$ cat src/rtl/axi_lite_arbiter_2to1_if.sv
`default_nettype none
// ============================================================================
// Module   : axi_lite_arbiter_2to1_if
// Brief    : AXI4-lite channel bundle (AW, W, B, AR, R) without response codes.
// Revision : 1.0
// ============================================================================
interface axi_lite_arbiter_2to1_if #(
    parameter int ADDR_WIDTH = 32,
    parameter int DATA_WIDTH = 32
);
    logic                    awvalid;
    logic                    awready;
    logic [ADDR_WIDTH-1:0]   awaddr;
    logic [2:0]              awprot;
    logic                    wvalid;
    logic                    wready;
    logic [DATA_WIDTH-1:0]   wdata;
    logic [DATA_WIDTH/8-1:0] wstrb;
    logic                    bvalid;
    logic                    bready;
    logic                    arvalid;
    logic                    arready;
    logic [ADDR_WIDTH-1:0]   araddr;
    logic [2:0]              arprot;
    logic                    rvalid;
    logic                    rready;
    logic [DATA_WIDTH-1:0]   rdata;

    modport master (
        output awvalid, awaddr, awprot, wvalid, wdata, wstrb, bready,
               arvalid, araddr, arprot, rready,
        input  awready, wready, bvalid, arready, rvalid, rdata
    );

    modport slave (
        input  awvalid, awaddr, awprot, wvalid, wdata, wstrb, bready,
               arvalid, araddr, arprot, rready,
        output awready, wready, bvalid, arready, rvalid, rdata
    );
endinterface
`default_nettype wire

$ cat src/rtl/axi_lite_arbiter_2to1.sv
`default_nettype none
// ============================================================================
// Module   : axi_lite_arbiter_2to1
// Brief    : Two-master to one-slave AXI4-lite arbiter, one transaction at a time.
// Revision : 1.0
// ============================================================================
module axi_lite_arbiter_2to1 #(
    parameter int ADDR_WIDTH = 32,
    parameter int DATA_WIDTH = 32,
    parameter int FIXED_PRIO = 0
) (
    input  wire logic                   CLK,
    input  wire logic                   RST,
    axi_lite_arbiter_2to1_if.slave      s0,
    axi_lite_arbiter_2to1_if.slave      s1,
    axi_lite_arbiter_2to1_if.master     m,
    output logic [1:0]                  grant
);
    localparam int       c_strb_width = DATA_WIDTH / 8;
    localparam bit [2:0] c_st_idle    = 3'd0;
    localparam bit [2:0] c_st_waddr   = 3'd1;
    localparam bit [2:0] c_st_wresp   = 3'd2;
    localparam bit [2:0] c_st_raddr   = 3'd3;
    localparam bit [2:0] c_st_rdata   = 3'd4;

    logic [2:0] r_state, w_state_next;
    logic [1:0] r_grant, w_grant_next;
    logic       r_rr_ptr, w_rr_next;
    logic       r_aw_done, w_aw_done_next;
    logic       r_w_done, w_w_done_next;

    logic w_wreq0, w_wreq1, w_req0, w_req1, w_pick1, w_win_wreq, w_sel;
    logic w_aw_hs, w_w_hs, w_b_hs, w_ar_hs, w_r_hs;

    logic                    w_m_awvalid, w_m_wvalid, w_m_bready, w_m_arvalid, w_m_rready;
    logic [ADDR_WIDTH-1:0]   w_m_awaddr, w_m_araddr;
    logic [2:0]              w_m_awprot, w_m_arprot;
    logic [DATA_WIDTH-1:0]   w_m_wdata, w_rdata;
    logic [c_strb_width-1:0] w_m_wstrb;
    logic                    w_awready, w_wready, w_bvalid, w_arready, w_rvalid;

    assign w_wreq0 = s0.awvalid | s0.wvalid;
    assign w_wreq1 = s1.awvalid | s1.wvalid;
    assign w_req0  = w_wreq0 | s0.arvalid;
    assign w_req1  = w_wreq1 | s1.arvalid;

    // rr_ptr = 1 means s1 is preferred on the next contention.
    assign w_pick1    = (w_req0 & w_req1) ? ((FIXED_PRIO != 0) ? 1'b0 : r_rr_ptr) : w_req1;
    assign w_win_wreq = w_pick1 ? w_wreq1 : w_wreq0;
    assign w_sel      = r_grant[1];

    assign w_aw_hs = w_m_awvalid & m.awready;
    assign w_w_hs  = w_m_wvalid  & m.wready;
    assign w_b_hs  = m.bvalid    & w_m_bready;
    assign w_ar_hs = w_m_arvalid & m.arready;
    assign w_r_hs  = m.rvalid    & w_m_rready;

    always_ff @(posedge CLK) begin
        if (RST) begin
            r_state   <= c_st_idle;
            r_grant   <= 2'b00;
            r_rr_ptr  <= 1'b0;
            r_aw_done <= 1'b0;
            r_w_done  <= 1'b0;
        end else begin
            r_state   <= w_state_next;
            r_grant   <= w_grant_next;
            r_rr_ptr  <= w_rr_next;
            r_aw_done <= w_aw_done_next;
            r_w_done  <= w_w_done_next;
        end
    end

    always_comb begin
        w_state_next   = r_state;
        w_grant_next   = r_grant;
        w_rr_next      = r_rr_ptr;
        w_aw_done_next = r_aw_done;
        w_w_done_next  = r_w_done;
        case (r_state)
            c_st_idle: begin
                if (w_req0 | w_req1) begin
                    w_grant_next = w_pick1 ? 2'b10 : 2'b01;
                    w_state_next = w_win_wreq ? c_st_waddr : c_st_raddr;
                end
            end
            c_st_waddr: begin
                w_aw_done_next = r_aw_done | w_aw_hs;
                w_w_done_next  = r_w_done  | w_w_hs;
                if (w_aw_done_next && w_w_done_next) begin
                    w_state_next = c_st_wresp;
                end
            end
            c_st_wresp: begin
                if (w_b_hs) begin
                    w_state_next   = c_st_idle;
                    w_grant_next   = 2'b00;
                    w_aw_done_next = 1'b0;
                    w_w_done_next  = 1'b0;
                    w_rr_next      = ~r_grant[1];
                end
            end
            c_st_raddr: begin
                if (w_ar_hs) begin
                    w_state_next = c_st_rdata;
                end
            end
            c_st_rdata: begin
                if (w_r_hs) begin
                    w_state_next = c_st_idle;
                    w_grant_next = 2'b00;
                    w_rr_next    = ~r_grant[1];
                end
            end
            default: begin
                w_state_next   = c_st_idle;
                w_grant_next   = 2'b00;
                w_aw_done_next = 1'b0;
                w_w_done_next  = 1'b0;
            end
        endcase
    end

    always_comb begin
        w_m_awvalid = 1'b0;
        w_m_wvalid  = 1'b0;
        w_m_bready  = 1'b0;
        w_m_arvalid = 1'b0;
        w_m_rready  = 1'b0;
        w_awready   = 1'b0;
        w_wready    = 1'b0;
        w_bvalid    = 1'b0;
        w_arready   = 1'b0;
        w_rvalid    = 1'b0;
        w_rdata     = '0;
        w_m_awaddr  = '0;
        w_m_awprot  = '0;
        w_m_wdata   = '0;
        w_m_wstrb   = '0;
        w_m_araddr  = '0;
        w_m_arprot  = '0;
        if (r_grant != 2'b00) begin
            w_m_awaddr = w_sel ? s1.awaddr : s0.awaddr;
            w_m_awprot = w_sel ? s1.awprot : s0.awprot;
            w_m_wdata  = w_sel ? s1.wdata  : s0.wdata;
            w_m_wstrb  = w_sel ? s1.wstrb  : s0.wstrb;
            w_m_araddr = w_sel ? s1.araddr : s0.araddr;
            w_m_arprot = w_sel ? s1.arprot : s0.arprot;
        end
        case (r_state)
            c_st_waddr: begin
                // A completed channel stays quiet until the whole write retires.
                w_m_awvalid = (w_sel ? s1.awvalid : s0.awvalid) & ~r_aw_done;
                w_m_wvalid  = (w_sel ? s1.wvalid  : s0.wvalid)  & ~r_w_done;
                w_awready   = m.awready & ~r_aw_done;
                w_wready    = m.wready  & ~r_w_done;
            end
            c_st_wresp: begin
                w_bvalid   = m.bvalid;
                w_m_bready = w_sel ? s1.bready : s0.bready;
            end
            c_st_raddr: begin
                w_m_arvalid = w_sel ? s1.arvalid : s0.arvalid;
                w_arready   = m.arready;
            end
            c_st_rdata: begin
                w_rvalid   = m.rvalid;
                w_rdata    = m.rdata;
                w_m_rready = w_sel ? s1.rready : s0.rready;
            end
            default: begin
            end
        endcase
    end

    assign m.awvalid = w_m_awvalid;
    assign m.awaddr  = w_m_awaddr;
    assign m.awprot  = w_m_awprot;
    assign m.wvalid  = w_m_wvalid;
    assign m.wdata   = w_m_wdata;
    assign m.wstrb   = w_m_wstrb;
    assign m.bready  = w_m_bready;
    assign m.arvalid = w_m_arvalid;
    assign m.araddr  = w_m_araddr;
    assign m.arprot  = w_m_arprot;
    assign m.rready  = w_m_rready;

    assign s0.awready = w_awready & r_grant[0];
    assign s0.wready  = w_wready  & r_grant[0];
    assign s0.bvalid  = w_bvalid  & r_grant[0];
    assign s0.arready = w_arready & r_grant[0];
    assign s0.rvalid  = w_rvalid  & r_grant[0];
    assign s0.rdata   = r_grant[0] ? w_rdata : '0;
    assign s1.awready = w_awready & r_grant[1];
    assign s1.wready  = w_wready  & r_grant[1];
    assign s1.bvalid  = w_bvalid  & r_grant[1];
    assign s1.arready = w_arready & r_grant[1];
    assign s1.rvalid  = w_rvalid  & r_grant[1];
    assign s1.rdata   = r_grant[1] ? w_rdata : '0;

    assign grant = r_grant;
endmodule
`default_nettype wire
$ cat src/flat_wrapper.sv
// flat-port wrapper written by rule: the top's interface ports become plain ports
module axi_lite_arbiter_2to1_flat 
#(
    parameter int ADDR_WIDTH = 32,
    parameter int DATA_WIDTH = 32,
    parameter int FIXED_PRIO = 0
)
  (CLK, RST, grant, s0_awvalid, s0_awaddr, s0_awprot, s0_wvalid, s0_wdata, s0_wstrb, s0_bready, s0_arvalid, s0_araddr, s0_arprot, s0_rready, s0_awready, s0_wready, s0_bvalid, s0_arready, s0_rvalid, s0_rdata, s1_awvalid, s1_awaddr, s1_awprot, s1_wvalid, s1_wdata, s1_wstrb, s1_bready, s1_arvalid, s1_araddr, s1_arprot, s1_rready, s1_awready, s1_wready, s1_bvalid, s1_arready, s1_rvalid, s1_rdata, m_awvalid, m_awaddr, m_awprot, m_wvalid, m_wdata, m_wstrb, m_bready, m_arvalid, m_araddr, m_arprot, m_rready, m_awready, m_wready, m_bvalid, m_arready, m_rvalid, m_rdata);
  axi_lite_arbiter_2to1_if #(.ADDR_WIDTH(ADDR_WIDTH), .DATA_WIDTH(DATA_WIDTH)) s0_i ();
  axi_lite_arbiter_2to1_if #(.ADDR_WIDTH(ADDR_WIDTH), .DATA_WIDTH(DATA_WIDTH)) s1_i ();
  axi_lite_arbiter_2to1_if #(.ADDR_WIDTH(ADDR_WIDTH), .DATA_WIDTH(DATA_WIDTH)) m_i ();
  input  wire logic CLK;
  input  wire logic RST;
  output logic [1:0] grant;
  input wire logic [$bits(s0_i.awvalid)-1:0] s0_awvalid;
  input wire logic [$bits(s0_i.awaddr)-1:0] s0_awaddr;
  input wire logic [$bits(s0_i.awprot)-1:0] s0_awprot;
  input wire logic [$bits(s0_i.wvalid)-1:0] s0_wvalid;
  input wire logic [$bits(s0_i.wdata)-1:0] s0_wdata;
  input wire logic [$bits(s0_i.wstrb)-1:0] s0_wstrb;
  input wire logic [$bits(s0_i.bready)-1:0] s0_bready;
  input wire logic [$bits(s0_i.arvalid)-1:0] s0_arvalid;
  input wire logic [$bits(s0_i.araddr)-1:0] s0_araddr;
  input wire logic [$bits(s0_i.arprot)-1:0] s0_arprot;
  input wire logic [$bits(s0_i.rready)-1:0] s0_rready;
  output wire logic [$bits(s0_i.awready)-1:0] s0_awready;
  output wire logic [$bits(s0_i.wready)-1:0] s0_wready;
  output wire logic [$bits(s0_i.bvalid)-1:0] s0_bvalid;
  output wire logic [$bits(s0_i.arready)-1:0] s0_arready;
  output wire logic [$bits(s0_i.rvalid)-1:0] s0_rvalid;
  output wire logic [$bits(s0_i.rdata)-1:0] s0_rdata;
  input wire logic [$bits(s1_i.awvalid)-1:0] s1_awvalid;
  input wire logic [$bits(s1_i.awaddr)-1:0] s1_awaddr;
  input wire logic [$bits(s1_i.awprot)-1:0] s1_awprot;
  input wire logic [$bits(s1_i.wvalid)-1:0] s1_wvalid;
  input wire logic [$bits(s1_i.wdata)-1:0] s1_wdata;
  input wire logic [$bits(s1_i.wstrb)-1:0] s1_wstrb;
  input wire logic [$bits(s1_i.bready)-1:0] s1_bready;
  input wire logic [$bits(s1_i.arvalid)-1:0] s1_arvalid;
  input wire logic [$bits(s1_i.araddr)-1:0] s1_araddr;
  input wire logic [$bits(s1_i.arprot)-1:0] s1_arprot;
  input wire logic [$bits(s1_i.rready)-1:0] s1_rready;
  output wire logic [$bits(s1_i.awready)-1:0] s1_awready;
  output wire logic [$bits(s1_i.wready)-1:0] s1_wready;
  output wire logic [$bits(s1_i.bvalid)-1:0] s1_bvalid;
  output wire logic [$bits(s1_i.arready)-1:0] s1_arready;
  output wire logic [$bits(s1_i.rvalid)-1:0] s1_rvalid;
  output wire logic [$bits(s1_i.rdata)-1:0] s1_rdata;
  output wire logic [$bits(m_i.awvalid)-1:0] m_awvalid;
  output wire logic [$bits(m_i.awaddr)-1:0] m_awaddr;
  output wire logic [$bits(m_i.awprot)-1:0] m_awprot;
  output wire logic [$bits(m_i.wvalid)-1:0] m_wvalid;
  output wire logic [$bits(m_i.wdata)-1:0] m_wdata;
  output wire logic [$bits(m_i.wstrb)-1:0] m_wstrb;
  output wire logic [$bits(m_i.bready)-1:0] m_bready;
  output wire logic [$bits(m_i.arvalid)-1:0] m_arvalid;
  output wire logic [$bits(m_i.araddr)-1:0] m_araddr;
  output wire logic [$bits(m_i.arprot)-1:0] m_arprot;
  output wire logic [$bits(m_i.rready)-1:0] m_rready;
  input wire logic [$bits(m_i.awready)-1:0] m_awready;
  input wire logic [$bits(m_i.wready)-1:0] m_wready;
  input wire logic [$bits(m_i.bvalid)-1:0] m_bvalid;
  input wire logic [$bits(m_i.arready)-1:0] m_arready;
  input wire logic [$bits(m_i.rvalid)-1:0] m_rvalid;
  input wire logic [$bits(m_i.rdata)-1:0] m_rdata;
  assign s0_i.awvalid = s0_awvalid;
  assign s0_i.awaddr = s0_awaddr;
  assign s0_i.awprot = s0_awprot;
  assign s0_i.wvalid = s0_wvalid;
  assign s0_i.wdata = s0_wdata;
  assign s0_i.wstrb = s0_wstrb;
  assign s0_i.bready = s0_bready;
  assign s0_i.arvalid = s0_arvalid;
  assign s0_i.araddr = s0_araddr;
  assign s0_i.arprot = s0_arprot;
  assign s0_i.rready = s0_rready;
  assign s0_awready = s0_i.awready;
  assign s0_wready = s0_i.wready;
  assign s0_bvalid = s0_i.bvalid;
  assign s0_arready = s0_i.arready;
  assign s0_rvalid = s0_i.rvalid;
  assign s0_rdata = s0_i.rdata;
  assign s1_i.awvalid = s1_awvalid;
  assign s1_i.awaddr = s1_awaddr;
  assign s1_i.awprot = s1_awprot;
  assign s1_i.wvalid = s1_wvalid;
  assign s1_i.wdata = s1_wdata;
  assign s1_i.wstrb = s1_wstrb;
  assign s1_i.bready = s1_bready;
  assign s1_i.arvalid = s1_arvalid;
  assign s1_i.araddr = s1_araddr;
  assign s1_i.arprot = s1_arprot;
  assign s1_i.rready = s1_rready;
  assign s1_awready = s1_i.awready;
  assign s1_wready = s1_i.wready;
  assign s1_bvalid = s1_i.bvalid;
  assign s1_arready = s1_i.arready;
  assign s1_rvalid = s1_i.rvalid;
  assign s1_rdata = s1_i.rdata;
  assign m_awvalid = m_i.awvalid;
  assign m_awaddr = m_i.awaddr;
  assign m_awprot = m_i.awprot;
  assign m_wvalid = m_i.wvalid;
  assign m_wdata = m_i.wdata;
  assign m_wstrb = m_i.wstrb;
  assign m_bready = m_i.bready;
  assign m_arvalid = m_i.arvalid;
  assign m_araddr = m_i.araddr;
  assign m_arprot = m_i.arprot;
  assign m_rready = m_i.rready;
  assign m_i.awready = m_awready;
  assign m_i.wready = m_wready;
  assign m_i.bvalid = m_bvalid;
  assign m_i.arready = m_arready;
  assign m_i.rvalid = m_rvalid;
  assign m_i.rdata = m_rdata;
  axi_lite_arbiter_2to1 #(.ADDR_WIDTH(ADDR_WIDTH), .DATA_WIDTH(DATA_WIDTH), .FIXED_PRIO(FIXED_PRIO)) u_core (.CLK(CLK), .RST(RST), .s0(s0_i), .s1(s1_i), .m(m_i), .grant(grant));
endmodule
$ cat config.mk
export PLATFORM = sky130hd
export DESIGN_NAME = axi_lite_arbiter_2to1_flat
export DESIGN_NICKNAME = d
export VERILOG_FILES = /design/src/rtl/axi_lite_arbiter_2to1_if.sv /design/src/rtl/axi_lite_arbiter_2to1.sv /design/src/flat_wrapper.sv
export SDC_FILE = /design/constraint.sdc
export NUM_CORES = 1
export LEC_CHECK = 0
export ABC_AREA = 1
export BUFFER_PORTS_ARGS = -buffer_cell sky130_fd_sc_hd__buf_2
export CORE_AREA = 2 2 173 175
export CTS_CLUSTER_DIAMETER = 40
export CTS_CLUSTER_SIZE = 16
export DETAILED_ROUTE_END_ITERATION = 10
export DIE_AREA = 0 0 175 177
export GPL_ROUTABILITY_DRIVEN = 0
export PLACE_DENSITY = 0.41
export SYNTH_ARGS = -nofsm -noshare
export SYNTH_HDL_FRONTEND = slang
export SYNTH_SLANG_ARGS = --single-unit
$ cat constraint.sdc
create_clock -name CLK -period 2.4 [get_ports CLK]
set_input_delay 0.48 -clock CLK [delete_from_list [all_inputs] [get_ports CLK]]
set_output_delay 0.48 -clock CLK [all_outputs]
set_load 0.05 [all_outputs]
# Word-level counts from Yosys, hierarchy flattened
# Cells that the tools add are included.
# word_totals
reg_bits,8
in_bits,261
output_inout_bits,187
word_cells,106
# op_classes
eq_ne,9
muxes,50
bitwise,32
n_reduce_logical,10
# ops
operator,n
32-bit two-way mux,9
3-bit two-way mux,9
1-bit AND,20
1-bit two-way mux,20
3-bit one-hot mux with 5 select lines,1
2-bit two-way mux,5
"2-bit by 1-bit inequality test with 1-bit output, second input constant",5
4-bit two-way mux,2
2-bit one-hot mux with 4 select lines,1
1-bit bitwise OR,7
"3-bit by 2-bit equality test with 1-bit output, second input constant",2
1-bit one-hot mux with 3 select lines,2
1-bit NOT,5
5-bit AND reduction,1
4-bit AND reduction,1
2-bit nonzero test,2
"3-bit by 1-bit equality test with 1-bit output, second input constant",1
"3-bit equality test, second input constant",1
3-bit zero test,1
3-bit AND reduction,1
3-bit OR reduction,1
1-bit one-hot mux with 2 select lines,1
2-bit AND reduction,1
2-bit OR reduction,1
1-bit logical AND,1

# Longest topological paths before layout
# depth
word_depth,8
mapped_depth,11
mapped_depth_nobuf,10

# Worst setup path before layout
# No wires, ideal clock.
# synth_path
kind,reg2out
start,register u_core.r_grant[1] (netlist: u_core.grant[1])
end,output port s1_awready
arrival_ns,2.665
t_required_ns,1.920
slack_ns,-0.745
stages_incl_launch_ff,5
n_path_buf,2
path_cell_list,dfxtp_1 > inv_2 > buf_6 > buf_2 > nor4_1
# synth_via
elab_chain_cells,1
# synth_lines
item,line,text
"start, declared",axi_lite_arbiter_2to1.sv:27,"logic [1:0] r_grant, w_grant_next;"
"start signal, assigned",axi_lite_arbiter_2to1.sv:67,r_grant <= w_grant_next;
1-bit AND,axi_lite_arbiter_2to1.sv:194,assign s1.awready = w_awready & r_grant[1];
"end, declared",flat_wrapper.sv:43,output wire logic [$bits(s1_i.awready)-1:0] s1_awready;
# No other way between the ends.

# Worst setup path in the final report
# layout_path
start,register u_core.r_grant[1] (netlist: u_core.grant[1])
end,output port m_wdata[31]
# layout_via
elab_chain_cells,2
elab_cells_between_ends,3
classes_between,mux: 2; reduce/logical: 1
# layout_lines
item,line,text
32-bit two-way mux or 2-bit nonzero test (tied branches),"axi_lite_arbiter_2to1.sv:145, axi_lite_arbiter_2to1.sv:142",
32-bit two-way mux (*),axi_lite_arbiter_2to1.sv:142,if (r_grant != 2'b00) begin
"end, declared",flat_wrapper.sv:53,output wire logic [$bits(m_i.wdata)-1:0] m_wdata;
# Every way passes the cells marked *; elsewhere a longest branch is shown, timed or not.

==> results by group <==
Global routing
  – Initial antenna violation count: 2
  – First-pass GRT wire length: 26,800 µm
  – GRT Util Overall: 0.108
  – Global route overflow: 0
  – Largest net degree at the start of global routing: 71
  – Vias in the first global route: 4,887

Clocking
  – # resized after CTS: 0
  – CTS tree: done
  – Clock tree buffer depth: 2
  – H-tree levels: 1
  – Clk slew on worst S/H paths: 0.04 ns
  – Post-CTS Setup Repair Bufs: 0
  – Skew-Pair Late Insertion Delay: 0.23 ns
  – CTS Hold Bufs: 0
  – CTS Buf Count: 3
  – Root Buffer: clkbuf_16
  – Clock Sinks: 8

Timing
  – Layout Skew: 0.00327 ns
  – Fin crit share: 0.921
  – Slew Viols, Final: 0
  – Setup TNS Final: 0 ns
  – Fmax: 0.453 GHz
  – Actual slew at the worst max-slew pin: 0.430 ns
  – Max_slew headroom: 0.713
  – Final setup vio count: 0
  – Crit path time final: 2.21 ns
  – Final hold violation count: 0
  – Hold Slack: 0.455 ns
  – RSZ-0062 raised after global routing: false

Worst setup path
  – Crit Reg-Reg Endpoint: u_core.r_state[1]
  – RR Startpoint: u_core.grant[1]
  – Crit path kind: flip-flop to output port
  – CP required: 1.92 ns
  – Arrival time worst endpoint: 1.73 ns
  – CP endpoint kind: output port
  – Startpoint Class: flip-flop
  – R2r worst-path depth: 10
  – Crit-path max FO: 31
  – FF-to-FF setup slack: 0.83 ns

Power
  – Power Dens Cells: 1110 mW/mm²
  – Comb pwr share: 0.922
  – Sequential power share: 0.034
  – Worst VDD drop: 0.640 mV
  – Power Internal: 1.77 mW
  – Sw Pwr: 4.80 mW
  – Static leakage: 3.83 nW
  – Clk pwr share: 0.044
  – Switching share of power: 0.731

Die
  – Die footprint: 0.0310 mm²
  – Chip height: 177 µm
  – # IOs: 448
  – Core Region: 0.0292 mm²
  – # rows: 63
  – Initial core utilization: 0.0938
  – Die extent in x: 175 µm

Yosys
  – Main combinational cell family by area after synthesis: simple AND/OR/NAND/NOR gates
  – Adder-Cell Fraction of Synth Area: 0
  – Syn Nets: 878
  – Post-synthesis compound-gate area fraction: 0.227
  – Synth unique cells: 20
  – Multiplexer share of the synthesized area: 0
  – Post-synthesis instance area: 0.00274 mm²
  – Mapped Cells: 617
  – Register bit total from synthesis: 8
  – Sequential share of the synthesized area: 0.0584
  – Post-Synth Simple-Gate Area: 0.518
  – Synth warn: 0
  – Avg Cell Area, Syn: 4.45 µm²
  – Post-Synth XOR/XNOR Area: 0

Outcome
  – Status: completed

Placement
  – Port Buffers: 447
  – Placed cell count: 1,424
  – DP HPWL: 15,800 µm

Worst hold path
  – Hold Path Class: flip-flop to flip-flop
  – Hold Path Sink: u_core.r_rr_ptr
  – Hold depth: 2
  – Min-delay src: u_core.r_rr_ptr

Final layout
  – Fraction of layout cells with a size suffix above 1: 0.528
  – Finished Core Util: 0.202
  – Ant diodes: 0
  – Final Non-Filler Cells: 1,428
  – Nets: 1,300
  – Area grow syn2layout: 116%

Drt
  – Routed wire length: 18,500 µm
  – TritonRoute pass-1 iters: 4
  – # DRC: 0
  – Initial DRC Count: 189
  – Vias/cell: 3.71
  – Routed Antenna Nets: 0
  – DR WL/cell: 12.9 µm
  – Via count: 5,303

Job
  – Max-cap violations: 0
[Yosys cell counts]
cell type | n | area [µm²]
a21oi_1 | 81 | 405
a22oi_1 | 1 | 7.51
buf_1 | 6 | 22.5
buf_2 | 10 | 50.1
buf_6 | 1 | 11.3
clkbuf_1 | 33 | 124
dfxtp_1 | 8 | 160
inv_1 | 82 | 308
inv_2 | 6 | 22.5
nand2_1 | 100 | 375
nand2_2 | 2 | 12.5
nand3_1 | 9 | 45.0
nand3_2 | 1 | 10.0
nor2_1 | 163 | 612
nor3_1 | 71 | 355
nor4_1 | 2 | 12.5
o211ai_1 | 1 | 7.51
o21a_1 | 1 | 7.51
o21ai_0 | 35 | 175
o21ai_1 | 4 | 20.0
[layer usage]
metal / share of wire / vias to the layer above / global-route usage
met4: 0.0052 / 0 / 0.0111
li1: - / 2776 / -
met1: 0.40 / 2256 / 0.127
met3: 0.076 / 8 / 0.0172
met2: 0.52 / 263 / 0.210
met5: 0 / - / 0
[flip-flops by register name (all words and copies together), names as in the netlist]
register,count
u_core.grant,2
u_core.r_aw_done,1
u_core.r_rr_ptr,1
u_core.r_state,3
u_core.r_w_done,1
[layout make-up]
class	instances	area (µm²)
Tap cell	390	488
Clock buffer	4	78.8
Sequential cell	8	168
Timing Repair Buffer	467	2470
Multi-Input combinational cell	471	2370
Inverter	88	335
Fill cell	3450	23300
[how the worst max path moves through the flow]
| stage | from | endpoint | cells past startpoint |
|---|---|---|---|
| floorplan | u_core.grant[0] | s0_rdata[10] | 4 |
| global route | u_core.grant[1] | m_awaddr[24] | 6 |
| global placement | u_core.grant[1] | m_awaddr[11] | 6 |
| detailed placement | u_core.grant[1] | m_awaddr[11] | 6 |
| finish | u_core.grant[1] | m_wdata[31] | 6 |
| CTS | u_core.grant[1] | m_awaddr[11] | 6 |
[power groups by stage]
stage,Sequential [mW],Clock [mW],Combinational (mW)
global route,0.233,0.301,6.50
detailed placement,0.227,0,6.10
global placement,0.226,0,6.13
CTS,0.225,0.295,6.12
floorplan,0.236,0,4.53
finish,0.224,0.291,6.05
[layout by cell type, fill, tap and decap left out, types with 4 or more instances in the layout]
| cell | netlist | routed |
|---|---|---|
| buf_4 | 0 | 13 |
| o21ai_1 | 4 | 4 |
| nor3_1 | 71 | 36 |
| inv_1 | 82 | 82 |
| nand2_1 | 100 | 100 |
| buf_2 | 10 | 447 |
| nor3_2 | 0 | 25 |
| buf_12 | 0 | 7 |
| nor2_2 | 0 | 30 |
| inv_2 | 6 | 5 |
| o21ai_0 | 35 | 35 |
| nor3_4 | 0 | 10 |
| nand3_1 | 9 | 9 |
| a21oi_1 | 81 | 81 |
| nor2_1 | 163 | 133 |
| dfxtp_1 | 8 | 6 |
[stage by stage]
step / total power, mW / instance area [µm²] / setup WS, ns
floorplan: 4.77 / 3080 / -0.353
detailed placement: 6.33 / 5840 / 0.420
global placement: 6.36 / 5840 / 0.428
finish: 6.57 / 5920 / 0.190
global route: 7.03 / 5920 / 0.0487
CTS: 6.64 / 5920 / 0.165
[cells by family after synthesis]
logic type | count (synthesis)
simple gates | 348
buf+inv | 138
compound gates | 123
flops | 8
[critical path, cell delays in order (launching register included)]
cell and delay [ns]:
dfxtp_4 0.39, inv_6 0.23, buf_12 0.22, buf_12 0.18, nor2_1 0.05, nor2_1 0.10
buf_2 0.27
Note: power is estimated with default switching activity, not from simulation.
